--- src/rtl/spi_peripheral_pkg.sv ---
// Shared definitions for the SPI mode-0 responder and the register file
// that sits behind it: state encoding, byte width and opcode values.
package spi_pkg;

    localparam int SPI_BYTE_W = 8;

    typedef enum logic [1:0] {
        IDLE    = 2'd0,
        COMMAND = 2'd1,
        DATA    = 2'd2
    } spi_state_t;

    // Opcodes understood by the register file
    localparam logic [SPI_BYTE_W-1:0] OP_STATUS = 8'h07;
    localparam logic [SPI_BYTE_W-1:0] OP_READ   = 8'h10;
    localparam logic [SPI_BYTE_W-1:0] OP_WRITE  = 8'h20;

endpackage

--- src/rtl/spi_peripheral_if.sv ---
// SPI pin bundle between the external controller and the responder.
interface spi_peripheral_if;

    logic sck;
    logic cs;
    logic copi;
    logic cipo;

    // Controller side drives clock, select and data out
    modport master (
        output sck,
        output cs,
        output copi,
        input  cipo
    );

    // Responder side
    modport slave (
        input  sck,
        input  cs,
        input  copi,
        output cipo
    );

endinterface

--- src/rtl/spi_peripheral_input_sync.sv ---
// Multi-stage synchroniser for one asynchronous pin, with registered
// single-cycle rise and fall pulses taken from the synchronised level.
module spi_input_sync #(
    parameter int   SYNC_STAGES = 2,
    parameter logic RESET_VAL   = 1'b0
) (
    input  logic clk,
    input  logic reset_n,
    input  logic d_i,
    output logic level_o,
    output logic rise_o,
    output logic fall_o
);

    logic [SYNC_STAGES-1:0] chain_q;
    logic                   prev_q;
    logic                   rise_q;
    logic                   fall_q;

    // Shift the pin through the chain and compare the last stage with its previous value
    always_ff @(posedge clk or negedge reset_n) begin
        if (!reset_n) begin
            chain_q <= {SYNC_STAGES{RESET_VAL}};
            prev_q  <= RESET_VAL;
            rise_q  <= 1'b0;
            fall_q  <= 1'b0;
        end else begin
            chain_q <= {chain_q[SYNC_STAGES-2:0], d_i};
            prev_q  <= chain_q[SYNC_STAGES-1];
            rise_q  <= chain_q[SYNC_STAGES-1] & ~prev_q;
            fall_q  <= ~chain_q[SYNC_STAGES-1] & prev_q;
        end
    end

    assign level_o = chain_q[SYNC_STAGES-1];
    assign rise_o  = rise_q;
    assign fall_o  = fall_q;

endmodule

--- src/rtl/spi_peripheral.sv ---
// SPI mode-0 responder. The first byte of each transaction is taken as the
// opcode; every later byte is presented on a write strobe while read bytes
// requested from the register file are shifted out on cipo, MSB first.
module spi_peripheral
    import spi_pkg::*;
#(
    parameter int SYNC_STAGES = 2,
    parameter int COUNT_WIDTH = 16
) (
    input  logic                   clk,
    input  logic                   reset_n,
    spi_peripheral_if.slave        spi,
    output logic [SPI_BYTE_W-1:0]  opcode,
    output logic                   opcode_valid,
    output logic [SPI_BYTE_W-1:0]  wr_byte,
    output logic                   wr_byte_valid,
    input  logic [SPI_BYTE_W-1:0]  rd_byte,
    output logic                   rd_byte_ack,
    output logic [COUNT_WIDTH-1:0] byte_count,
    output logic                   busy
);

    logic sckLevel, sckRise, sckFall;
    logic csLevel, csRise, csFall;
    logic copiLevel, copiRise, copiFall;
    logic unusedSync;

    spi_input_sync #(.SYNC_STAGES(SYNC_STAGES), .RESET_VAL(1'b0)) u_sckSync (
        .clk(clk), .reset_n(reset_n), .d_i(spi.sck),
        .level_o(sckLevel), .rise_o(sckRise), .fall_o(sckFall)
    );

    spi_input_sync #(.SYNC_STAGES(SYNC_STAGES), .RESET_VAL(1'b1)) u_csSync (
        .clk(clk), .reset_n(reset_n), .d_i(spi.cs),
        .level_o(csLevel), .rise_o(csRise), .fall_o(csFall)
    );

    spi_input_sync #(.SYNC_STAGES(SYNC_STAGES), .RESET_VAL(1'b0)) u_copiSync (
        .clk(clk), .reset_n(reset_n), .d_i(spi.copi),
        .level_o(copiLevel), .rise_o(copiRise), .fall_o(copiFall)
    );

    assign unusedSync = sckLevel ^ csLevel ^ copiRise ^ copiFall;

    spi_state_t             state_q, state_d;
    logic [2:0]             bitCnt_q, bitCnt_d;
    logic [SPI_BYTE_W-1:0]  rxShift_q, rxShift_d;
    logic [SPI_BYTE_W-1:0]  txShift_q, txShift_d;
    logic                   cipo_q, cipo_d;
    logic [SPI_BYTE_W-1:0]  opcode_q, opcode_d;
    logic                   opcodeValid_q, opcodeValid_d;
    logic [SPI_BYTE_W-1:0]  wrByte_q, wrByte_d;
    logic                   wrByteValid_q, wrByteValid_d;
    logic                   rdByteAck_q, rdByteAck_d;
    logic [COUNT_WIDTH-1:0] byteCount_q, byteCount_d;
    logic [SPI_BYTE_W-1:0]  rxNext;
    logic [SPI_BYTE_W-1:0]  txNext;

    // State and datapath registers
    always_ff @(posedge clk or negedge reset_n) begin
        if (!reset_n) begin
            state_q       <= IDLE;
            bitCnt_q      <= 3'd0;
            rxShift_q     <= '0;
            txShift_q     <= '0;
            cipo_q        <= 1'b0;
            opcode_q      <= '0;
            opcodeValid_q <= 1'b0;
            wrByte_q      <= '0;
            wrByteValid_q <= 1'b0;
            rdByteAck_q   <= 1'b0;
            byteCount_q   <= '0;
        end else begin
            state_q       <= state_d;
            bitCnt_q      <= bitCnt_d;
            rxShift_q     <= rxShift_d;
            txShift_q     <= txShift_d;
            cipo_q        <= cipo_d;
            opcode_q      <= opcode_d;
            opcodeValid_q <= opcodeValid_d;
            wrByte_q      <= wrByte_d;
            wrByteValid_q <= wrByteValid_d;
            rdByteAck_q   <= rdByteAck_d;
            byteCount_q   <= byteCount_d;
        end
    end

    // Next state: a cs release overrides any sck edge seen in the same cycle
    always_comb begin
        state_d       = state_q;
        bitCnt_d      = bitCnt_q;
        rxShift_d     = rxShift_q;
        txShift_d     = txShift_q;
        cipo_d        = cipo_q;
        opcode_d      = opcode_q;
        opcodeValid_d = 1'b0;
        wrByte_d      = wrByte_q;
        wrByteValid_d = 1'b0;
        rdByteAck_d   = 1'b0;
        byteCount_d   = byteCount_q;
        rxNext        = {rxShift_q[SPI_BYTE_W-2:0], copiLevel};
        txNext        = {txShift_q[SPI_BYTE_W-2:0], 1'b0};

        if (csRise) begin
            state_d   = IDLE;
            bitCnt_d  = 3'd0;
            txShift_d = '0;
            cipo_d    = 1'b0;
        end else if (state_q == IDLE) begin
            if (csFall) begin
                state_d     = COMMAND;
                bitCnt_d    = 3'd0;
                byteCount_d = '0;
                rxShift_d   = '0;
                txShift_d   = '0;
                cipo_d      = 1'b0;
            end
        end else if (sckRise) begin
            rxShift_d = rxNext;
            bitCnt_d  = bitCnt_q + 3'd1;
            if (bitCnt_q == 3'd7) begin
                if (state_q == COMMAND) begin
                    opcode_d      = rxNext;
                    opcodeValid_d = 1'b1;
                    state_d       = DATA;
                end else begin
                    wrByte_d      = rxNext;
                    wrByteValid_d = 1'b1;
                    byteCount_d   = byteCount_q + COUNT_WIDTH'(1);
                end
            end
        end else if (sckFall) begin
            if (bitCnt_q == 3'd0 && state_q == DATA) begin
                txShift_d   = rd_byte;
                cipo_d      = rd_byte[SPI_BYTE_W-1];
                rdByteAck_d = 1'b1;
            end else begin
                txShift_d = txNext;
                cipo_d    = txNext[SPI_BYTE_W-1];
            end
        end
    end

    assign spi.cipo      = cipo_q;
    assign opcode        = opcode_q;
    assign opcode_valid  = opcodeValid_q;
    assign wr_byte       = wrByte_q;
    assign wr_byte_valid = wrByteValid_q;
    assign rd_byte_ack   = rdByteAck_q;
    assign byte_count    = byteCount_q;
    assign busy          = (state_q != IDLE);

endmodule
--- src/flat_wrapper.sv ---
// flat-port wrapper written by rule: the top's interface ports become plain ports
module spi_peripheral_flat import spi_pkg::*;
#(
    parameter int SYNC_STAGES = 2,
    parameter int COUNT_WIDTH = 16
)
  (clk, reset_n, opcode, opcode_valid, wr_byte, wr_byte_valid, rd_byte, rd_byte_ack, byte_count, busy, spi_sck, spi_cs, spi_copi, spi_cipo);
  spi_peripheral_if spi_i ();
  input  logic clk;
  input  logic reset_n;
  output logic [SPI_BYTE_W-1:0] opcode;
  output logic opcode_valid;
  output logic [SPI_BYTE_W-1:0] wr_byte;
  output logic wr_byte_valid;
  input  logic [SPI_BYTE_W-1:0] rd_byte;
  output logic rd_byte_ack;
  output logic [COUNT_WIDTH-1:0] byte_count;
  output logic busy;
  input wire logic [$bits(spi_i.sck)-1:0] spi_sck;
  input wire logic [$bits(spi_i.cs)-1:0] spi_cs;
  input wire logic [$bits(spi_i.copi)-1:0] spi_copi;
  output wire logic [$bits(spi_i.cipo)-1:0] spi_cipo;
  assign spi_i.sck = spi_sck;
  assign spi_i.cs = spi_cs;
  assign spi_i.copi = spi_copi;
  assign spi_cipo = spi_i.cipo;
  spi_peripheral #(.SYNC_STAGES(SYNC_STAGES), .COUNT_WIDTH(COUNT_WIDTH)) u_core (.clk(clk), .reset_n(reset_n), .spi(spi_i), .opcode(opcode), .opcode_valid(opcode_valid), .wr_byte(wr_byte), .wr_byte_valid(wr_byte_valid), .rd_byte(rd_byte), .rd_byte_ack(rd_byte_ack), .byte_count(byte_count), .busy(busy));
endmodule
--- config.mk ---
export PLATFORM = sky130hd
export DESIGN_NAME = spi_peripheral_flat
export DESIGN_NICKNAME = d
export VERILOG_FILES = /design/src/rtl/spi_peripheral_pkg.sv /design/src/rtl/spi_peripheral_if.sv /design/src/rtl/spi_peripheral_input_sync.sv /design/src/rtl/spi_peripheral.sv /design/src/flat_wrapper.sv
export SDC_FILE = /design/constraint.sdc
export NUM_CORES = 1
export LEC_CHECK = 0
export ABC_AREA = 1
export ABC_CLOCK_PERIOD_IN_PS = 2700
export BUFFER_PORTS_ARGS = -buffer_cell sky130_fd_sc_hd__buf_4
export CAP_MARGIN = 10
export CORE_ASPECT_RATIO = 0.7
export CORE_MARGIN = 5
export CORE_UTILIZATION = 60
export CTS_CLUSTER_SIZE = 14
export DETAILED_ROUTE_END_ITERATION = 16
export PLACE_DENSITY_LB_ADDON = 0.12
export SYNTH_ARGS = -nofsm -noshare
export SYNTH_HDL_FRONTEND = slang
export SYNTH_HIERARCHICAL = 1
export SYNTH_SLANG_ARGS = --single-unit
--- constraint.sdc ---
create_clock -name clk -period 2.7 [get_ports clk]
set_input_delay 0.405 -clock clk [delete_from_list [all_inputs] [get_ports clk]]
set_output_delay 0.405 -clock clk [all_outputs]
set_load 0.02 [all_outputs]
; ---- Word-level counts from Yosys, hierarchy flattened
; Cells that the tools add are included.
[totals]
ff_bits = 67
input_bits = 13
output_inout_bits = 37
[classes]
add_sub_neg = 2
n_eq_ne = 7
n_mux = 44
bitwise_logic = 11
n_reduce_logical = 17
[ops]
columns = operator, count
row1 = two-way mux 16 bit, 5
row2 = two-way mux 7 bit, 8
row3 = two-way mux 1 bit, 21
row4 = adder 16 x 1 -> 16 bit (second input constant), 1
row5 = AND reduction 5 bit, 3
row6 = two-way mux 2 bit, 6
row7 = two-way mux 3 bit, 4
row8 = nonzero test 3 bit, 4
row9 = inverter 1 bit, 7
row10 = AND reduction 3 bit, 2
row11 = nonzero test 2 bit, 3
row12 = bitwise AND 1 bit, 4
row13 = AND reduction 4 bit, 1
row14 = adder 3 x 1 -> 3 bit (second input constant), 1
row15 = == test 3 bit (second input constant), 1
row16 = zero test 3 bit, 1
row17 = != test 3 x 2 -> 1 bit (second input constant), 1
row18 = != test 3 bit (second input constant), 1
row19 = == test 2 x 1 -> 1 bit (second input constant), 1
row20 = == test 2 bit (second input constant), 1
row21 = zero test 2 bit, 1
row22 = != test 2 x 1 -> 1 bit (second input constant), 1
row23 = != test 2 bit (second input constant), 1
row24 = AND reduction 2 bit, 1
row25 = logical AND 1 bit, 1

; ---- Longest topological paths before layout
; Gate-level depths: netlist (run 1).
[depth]
ltp_word = 7
depth_mapped = 9

; ---- Modules after synthesis
; Netlist (run 1), hierarchy kept.
[modules_own_cells]
columns = module, instances, cells_each, area_each_um2, seq_area_each_um2
row1 = spi_peripheral, 1, 307, 2605.0, 1376.3
row2 = spi_input_sync (u_core.u_copiSync ...), 2, 9, 140.1, 125.1
row3 = spi_input_sync (u_core.u_csSync), 1, 9, 143.9, 128.9

; ---- Least setup slack after synthesis (run 1)
; No wires, ideal clock.
[synth_timing]
path_type = register to register
startpoint = register u_core.byteCount_q[0] (netlist: u_core/byte_count[0])
endpoint = register u_core.byteCount_q[14] (netlist: u_core/byte_count[14])
arrival_time_ns = 1.302
required_time_ns = 2.581
slack_ns = 1.279
stages_incl_launch_ff = 9
n_path_buf = 0
period_less_slack_ns = 1.421
path_cell_list = dfrtp_1 ha_1 nand2_1 nor2_1 nand2_1 nor2_1 nand3_1 nand2_1 nor2_1
[synth_via]
elab_chain_len = 5
[synth_rtl]
columns = element, line_no
row1 = "start, declared", spi_peripheral.sv:55  ; logic [COUNT_WIDTH-1:0] byteCount_q, byteCount_d;
row2 = "start signal, assigned", spi_peripheral.sv:84  ; byteCount_q <= byteCount_d;
row3 = adder 16 x 1 -> 16 bit, spi_peripheral.sv:129  ; byteCount_d = byteCount_q + COUNT_WIDTH'(1);
row4 = two-way mux 16 bit, spi_peripheral.sv:122  ; if (state_q == COMMAND) begin
row5 = two-way mux 16 bit, spi_peripheral.sv:121  ; if (bitCnt_q == 3'd7) begin
row6 = two-way mux 16 bit, spi_peripheral.sv:118  ; end else if (sckRise) begin
row7 = two-way mux 16 bit, spi_peripheral.sv:109  ; end else if (state_q == IDLE) begin
; Every way passes these cells. The select of a mux whose other input is x is not followed.
; A chain may end at the register's enable or synchronous reset.

; ---- Worst setup path after layout (run 1)
[layout_timing]
startpoint = register u_core.state_q[1]
endpoint = output busy
[layout_via]
elab_chain_len = 1
[layout_rtl]
columns = element, line_no
row1 = "start, declared", spi_peripheral.sv:45  ; spi_state_t state_q, state_d;
row2 = "start signal, assigned", spi_peripheral.sv:74  ; state_q <= state_d;
row3 = nonzero test 2 bit, spi_peripheral.sv:151  ; assign busy = (state_q != IDLE);
row4 = "end, declared", flat_wrapper.sv:18  ; output logic busy;
; Every way passes these cells.

==> results of run 1 <==
==> worst min path at each step <==
stage / start / slack, ns / end / depth (start not counted)
finish: reset_n / 0.14 / u_core/opcode[5] / 1
detailed placement: u_core/u_copiSync/chain_q[0] / 0.34 / u_core/u_copiSync/chain_q[1] / 0
CTS: spi_cs / 0.15 / u_core/u_csSync/chain_q[0] / 1
floorplan: reset_n / 0.11 / u_core/bitCnt_q[0] / 0
global placement: u_core/u_copiSync/chain_q[0] / 0.33 / u_core/u_copiSync/chain_q[1] / 0
global route: spi_cs / 0.14 / u_core/u_csSync/chain_q[0] / 1
==> stage by stage <==
step           std cells  power [W]  utilization (%)  hold slack, ns
6_report             455    0.00267             75.6           0.138
5_1_grt              455    0.00281             75.6           0.143
4_1_cts              455    0.00268             75.6           0.150
3_5_place_dp         439    0.00172             70.6           0.337
3_3_place_gp         439    0.00170             70.6           0.332
2_1_floorplan        327    0.00157                -           0.109
==> layer usage <==
metal  vias to the layer above  wire length, µm  GRT usage, %
li1                       1186                -             -
met1                      1137             3150          30.9
met2                        87             2750          32.0
met3                         8              414          6.51
met4                         0               75          7.93
met5                         -                0             0
==> state kept, by name, summed over array words and instances, names as in the netlist <==
signal	count
u_core/byte_count	16
u_core/opcode	8
u_core/wr_byte	8
u_core/rxShift_q	7
u_core/txShift_q	7
u_core/bitCnt_q	3
u_core/state_q	2
u_core/u_copiSync/chain_q	2
u_core/u_csSync/chain_q	2
u_core/u_sckSync/chain_q	2
u_core/opcode_valid	1
u_core/rd_byte_ack	1
u_core/spi.cipo	1
u_core/u_csSync/fall_o	1
u_core/u_csSync/prev_q	1
u_core/u_csSync/rise_o	1
u_core/u_sckSync/fall_o	1
u_core/u_sckSync/prev_q	1
u_core/u_sckSync/rise_o	1
u_core/wr_byte_valid	1
==> area by class of cell <==
class                      instances  area [µm²]  share of cell area [%]
timing repair buffer              49         368                    10.2
inverter                          41         154                    4.28
clock inverter                     5        85.1                    2.37
tap                               69        86.3                    2.40
multi-input combinational        213        1070                    29.8
clock buffer                      11         151                    4.21
sequential                        67        1680                    46.7
==> power groups by stage <==
stage	sequential [W]	clock, W	combinational (W)
finish	0.00113	0.000960	0.000580
global route	0.00114	0.00103	0.000647
CTS	0.00113	0.000978	0.000577
detailed placement	0.00115	0	0.000573
global placement	0.00114	0	0.000557
floorplan	0.00115	0	0.000420
==> critical path, stage by stage (launching register included) <==
cell and delay [ns]:
dfrtp_1 0.44, inv_2 0.09, nand2_2 0.24, buf_4 0.21
==> flow_metrics.env, run 1 <==
export IMPL_startpoint="u_core/state_q[1]"
export IMPL_place_ws_ns=1.04
export IMPL_clkPwrFrac_pct=36.0
export IMPL_reg2reg_depth=5
export IMPL_cp_data_arrival_time_ns=1.32
export IMPL_layout_commonest_cell="nand2_1"
export IMPL_crit_type="reg2out"
export IMPL_hold_violations=0
export IMPL_internal_power_w=0.00181
export IMPL_layout_drive_gt1_share_pct=21.2
export IMPL_syn_area_per_cell_um2=8.99
export IMPL_antenna_found_initial=0
export IMPL_status="finished clean"
export IMPL_seq_power_share_pct=42.3
export IMPL_wl_per_cell_um=14.0
export IMPL_io_buffers=49
export IMPL_io_pins=50
export IMPL_p_sw_share_pct=32.4
export IMPL_slew_headroom_pct=47.1
export IMPL_clock_root_buffer="clkbuf_8"
export IMPL_first_global_vias=2257
export IMPL_p_sw_w=0.000864
export IMPL_max_freq_mhz=580
export IMPL_worst_r2r_setup_slack_ns=0.98
export IMPL_clock_sinks=67
export IMPL_drv_cap=0
export IMPL_core_area_um2=4760
export IMPL_combinationalPowerShare_pct=21.7
export IMPL_dpl_cell_area_um2=3360
export IMPL_grt_pass1_wl_um=10600
export IMPL_syn_area_um2=2940
export IMPL_clockBufferDepth=2
export IMPL_yosysWarningCount=6
export IMPL_num_antenna_cells=0
export IMPL_min_period_ns=1.72
export IMPL_grt_max_degree=68
export IMPL_post_cts_resized=0
export IMPL_critPathMaxFanout=15
export IMPL_r2r_end="u_core/byte_count[1]"
export IMPL_setup_violations_final=0
export IMPL_critPathRequiredTime_ns=2.30
export IMPL_p_per_area_nw_per_um2=743
export IMPL_power_leakage_nw=1.83
export IMPL_std_cell_rows=21
export IMPL_ir_drop_uv=430
export IMPL_fillers=330
export IMPL_hold_path_class="in2async"
export IMPL_tns_ns=0
export IMPL_syn_nets=345
export IMPL_final_max_slew_viol_count=0
export IMPL_path_clk_slew_ns=0.07
export IMPL_htree_levels=3
export IMPL_clock_skew_ns=0.00826
export IMPL_tightest_slew_ns=0.794
export IMPL_startpoint_type="flip-flop"
export IMPL_syn_instance_count=327
export IMPL_finalCritPeriodShare_pct=63.8
export IMPL_groute_usage_overall_pct=21.7
export IMPL_syn_to_final_growth_pct=22.3
export IMPL_hpwlAfterDp_um=4300
export IMPL_layout_common_cells="nand2_1 (78), dfrtp_1 (64), buf_4 (49), inv_1 (39), o21ai_0 (33)"
export IMPL_end_kind="output pin"
export IMPL_initial_utilization_pct=61.8
export IMPL_remaining_drc_errors=0
export IMPL_endpoint="busy"
export IMPL_clkLatencyLatePin_ns=0.35
export IMPL_rsz0062_at_grt="false"
export IMPL_first_pass_iters=5
export IMPL_finalInstanceArea_um2=3590
export IMPL_cts_tree="built"
export IMPL_vias=2418
export IMPL_routed_wl_um=6380
export IMPL_final_nets=399
export IMPL_drt_iter0_drc=179
export IMPL_worst_slack_ns=0.977
export IMPL_die_w_um=93.7
export IMPL_ant_nets=0
export IMPL_post_cts_buffers=0
export IMPL_cts_hold_buffers=0
export IMPL_r2r_start="u_core/state_q[1]"
export IMPL_gp_congestion=0.858
export IMPL_dieHeight_um=68.6
export IMPL_cts_buffers=9
export IMPL_overflow=0
export IMPL_vias_per_cell=5.31
export IMPL_die_area_um2=6420
Power figures use the tool's default switching activity.
==> run 2: changes to the inputs <==
ABC_CLOCK_PERIOD_IN_PS = 1600   (was 2700)
CORE_UTILIZATION = 56   (was 60)
clock period = 1.6 ns   (was 2.7 ns; I/O delays follow)
==> run 2 against run 1 <==
  * Clock power up 47%
  * Sequential share of layout area down 2.3 points
  * Register-to-register slack worse by 0.90 ns
  * Non-clock buffer count up 16
  * Die area up 6.2%
  * Sequential power up 68%
  * Clock skew down 0.0046 ns
  * Critical endpoint unchanged
==> flow_metrics.env, run 2 (synthesized netlist as in run 1, its figures left out) <==
export IMPL_status="finished clean"
export IMPL_layout_common_cells="nand2_1 (76), dfrtp_1 (62), buf_4 (56), inv_1 (38), o21ai_0 (33)"
export IMPL_core_area_um2=5170
export IMPL_seq_power_share_pct=41.6
export IMPL_end_kind="output pin"
export IMPL_cts_buffers=9
export IMPL_vias_per_cell=5.24
export IMPL_io_buffers=49
export IMPL_ir_drop_uv=728
export IMPL_clock_root_buffer="clkbuf_8"
export IMPL_cp_data_arrival_time_ns=1.31
export IMPL_slew_headroom_pct=70.1
export IMPL_grt_pass1_wl_um=10700
export IMPL_std_cell_rows=22
export IMPL_drv_cap=0
export IMPL_clock_sinks=67
export IMPL_reg2reg_depth=9
export IMPL_finalInstanceArea_um2=3780
export IMPL_die_area_um2=6820
export IMPL_hold_depth=3
export IMPL_whs_endpoint="u_core/spi.cipo"
export IMPL_setup_violations_final=0
export IMPL_final_nets=415
export IMPL_path_clk_slew_ns=0.07
export IMPL_crit_type="reg2out"
export IMPL_clkLatencyLatePin_ns=0.34
export IMPL_p_per_area_nw_per_um2=1210
export IMPL_hold_violations=0
export IMPL_combinationalPowerShare_pct=27.6
export IMPL_antenna_found_initial=0
export IMPL_hold_path_class="in2reg"
export IMPL_grt_max_degree=46
export IMPL_syn_to_final_growth_pct=28.7
export IMPL_internal_power_w=0.00305
export IMPL_cts_tree="built"
export IMPL_first_pass_iters=5
export IMPL_first_global_vias=2290
export IMPL_layout_commonest_cell="nand2_1"
export IMPL_place_ws_ns=0.0430
export IMPL_r2r_end="u_core/byte_count[15]"
export IMPL_worst_slack_ns=0.0548
export IMPL_clkPwrFrac_pct=30.8
export IMPL_critPathMaxFanout=11
export IMPL_htree_levels=3
export IMPL_die_w_um=96.6
export IMPL_largest_register_ffs=16
export IMPL_startpoint_type="flip-flop"
export IMPL_post_route_util_pct=73.1
export IMPL_drt_iter0_drc=239
export IMPL_critPathRequiredTime_ns=1.36
export IMPL_hpwlAfterDp_um=4420
export IMPL_p_sw_w=0.00152
export IMPL_worst_hold_slack_ns=0.151
export IMPL_worstHoldStart="rd_byte[7]"
export IMPL_power_leakage_nw=1.89
export IMPL_p_sw_share_pct=33.2
export IMPL_num_antenna_cells=0
export IMPL_gp_congestion=0.818
export IMPL_io_pins=50
export IMPL_tightest_slew_ns=0.444
export IMPL_layout_drive_gt1_share_pct=25.9
export IMPL_r2r_start="u_core/bitCnt_q[0]"
export IMPL_vias=2486
export IMPL_min_period_ns=1.55
export IMPL_clockBufferDepth=2
export IMPL_final_max_slew_viol_count=0
export IMPL_routed_wl_um=6450
export IMPL_clock_skew_ns=0.00370
export IMPL_wl_per_cell_um=13.6
export IMPL_initial_utilization_pct=56.8
export IMPL_worst_r2r_setup_slack_ns=0.08
export IMPL_finalCritPeriodShare_pct=96.6
export IMPL_dpl_cell_area_um2=3450
export IMPL_groute_usage_overall_pct=20.7
export IMPL_overflow=0
export IMPL_dieHeight_um=70.6
export IMPL_ant_nets=0
export IMPL_remaining_drc_errors=0
export IMPL_max_freq_mhz=647
[run 2: area by class of cell]
cell class / count / area [µm²]
multi-input cells: 213 / 1100
repair buffers: 65 / 548
inverters: 41 / 156
well taps: 72 / 90.1
fillers: 409 / 1390
clock buffers: 11 / 141
clock inverters: 5 / 62.6
flip-flops and latches: 67 / 1680
[run 2: how the worst max path moves through the flow]
stage                            end                  from  cells past startpoint
6_report                        busy     u_core/state_q[1]                      4
5_1_grt        u_core/byte_count[10]    u_core/bitCnt_q[0]                     10
4_1_cts                         busy     u_core/state_q[0]                      4
3_5_place_dp   u_core/byte_count[13]    u_core/bitCnt_q[0]                      9
3_3_place_gp   u_core/byte_count[14]    u_core/bitCnt_q[0]                      9
2_1_floorplan  u_core/byte_count[14]  u_core/byte_count[0]                      8
[run 2: per-stage QoR]
step	TNS, ns	power (W)	instances
after CTS	0	0.00449	472
final	0	0.00457	474
after global placement	0	0.00300	451
after detailed placement	0	0.00303	451
after global routing	-0.0367	0.00483	474
after floorplan	0	0.00265	327
[run 2: timing repair]
item / CTS / global route
gates resized for setup: 2 / 13
pin swaps: 0 / 2
endpoints found under the hold margin: 25 / 0
endpoints found under the setup margin: 1 / 30
gates cloned: 0 / 1
hold buffers: 4 / 0
buffers inserted: 1 / 1
[run 2: power by group through the flow]
stage                     sequential (W)  clock, W  combinational, W
after CTS                        0.00191   0.00144           0.00114
after global placement           0.00193         0           0.00107
after floorplan                  0.00194         0          0.000708
final                            0.00190   0.00141           0.00126
after detailed placement         0.00194         0           0.00109
after global routing             0.00192   0.00150           0.00140
[run 2: worst max-delay path, stage by stage, from the launching register on]
cell and delay, ns:
dfrtp_2 0.43, inv_2 0.10, nand2_2 0.11, buf_6 0.17, buf_4 0.16
[run 2: layer usage]
metal  vias up  wire length (µm)  GRT usage, %
met5         -                 0             0
met4         0                72          6.69
li1       1218                 -             -
met3         7               540          6.59
met1      1178              2980          31.5
met2        83              2850          28.1
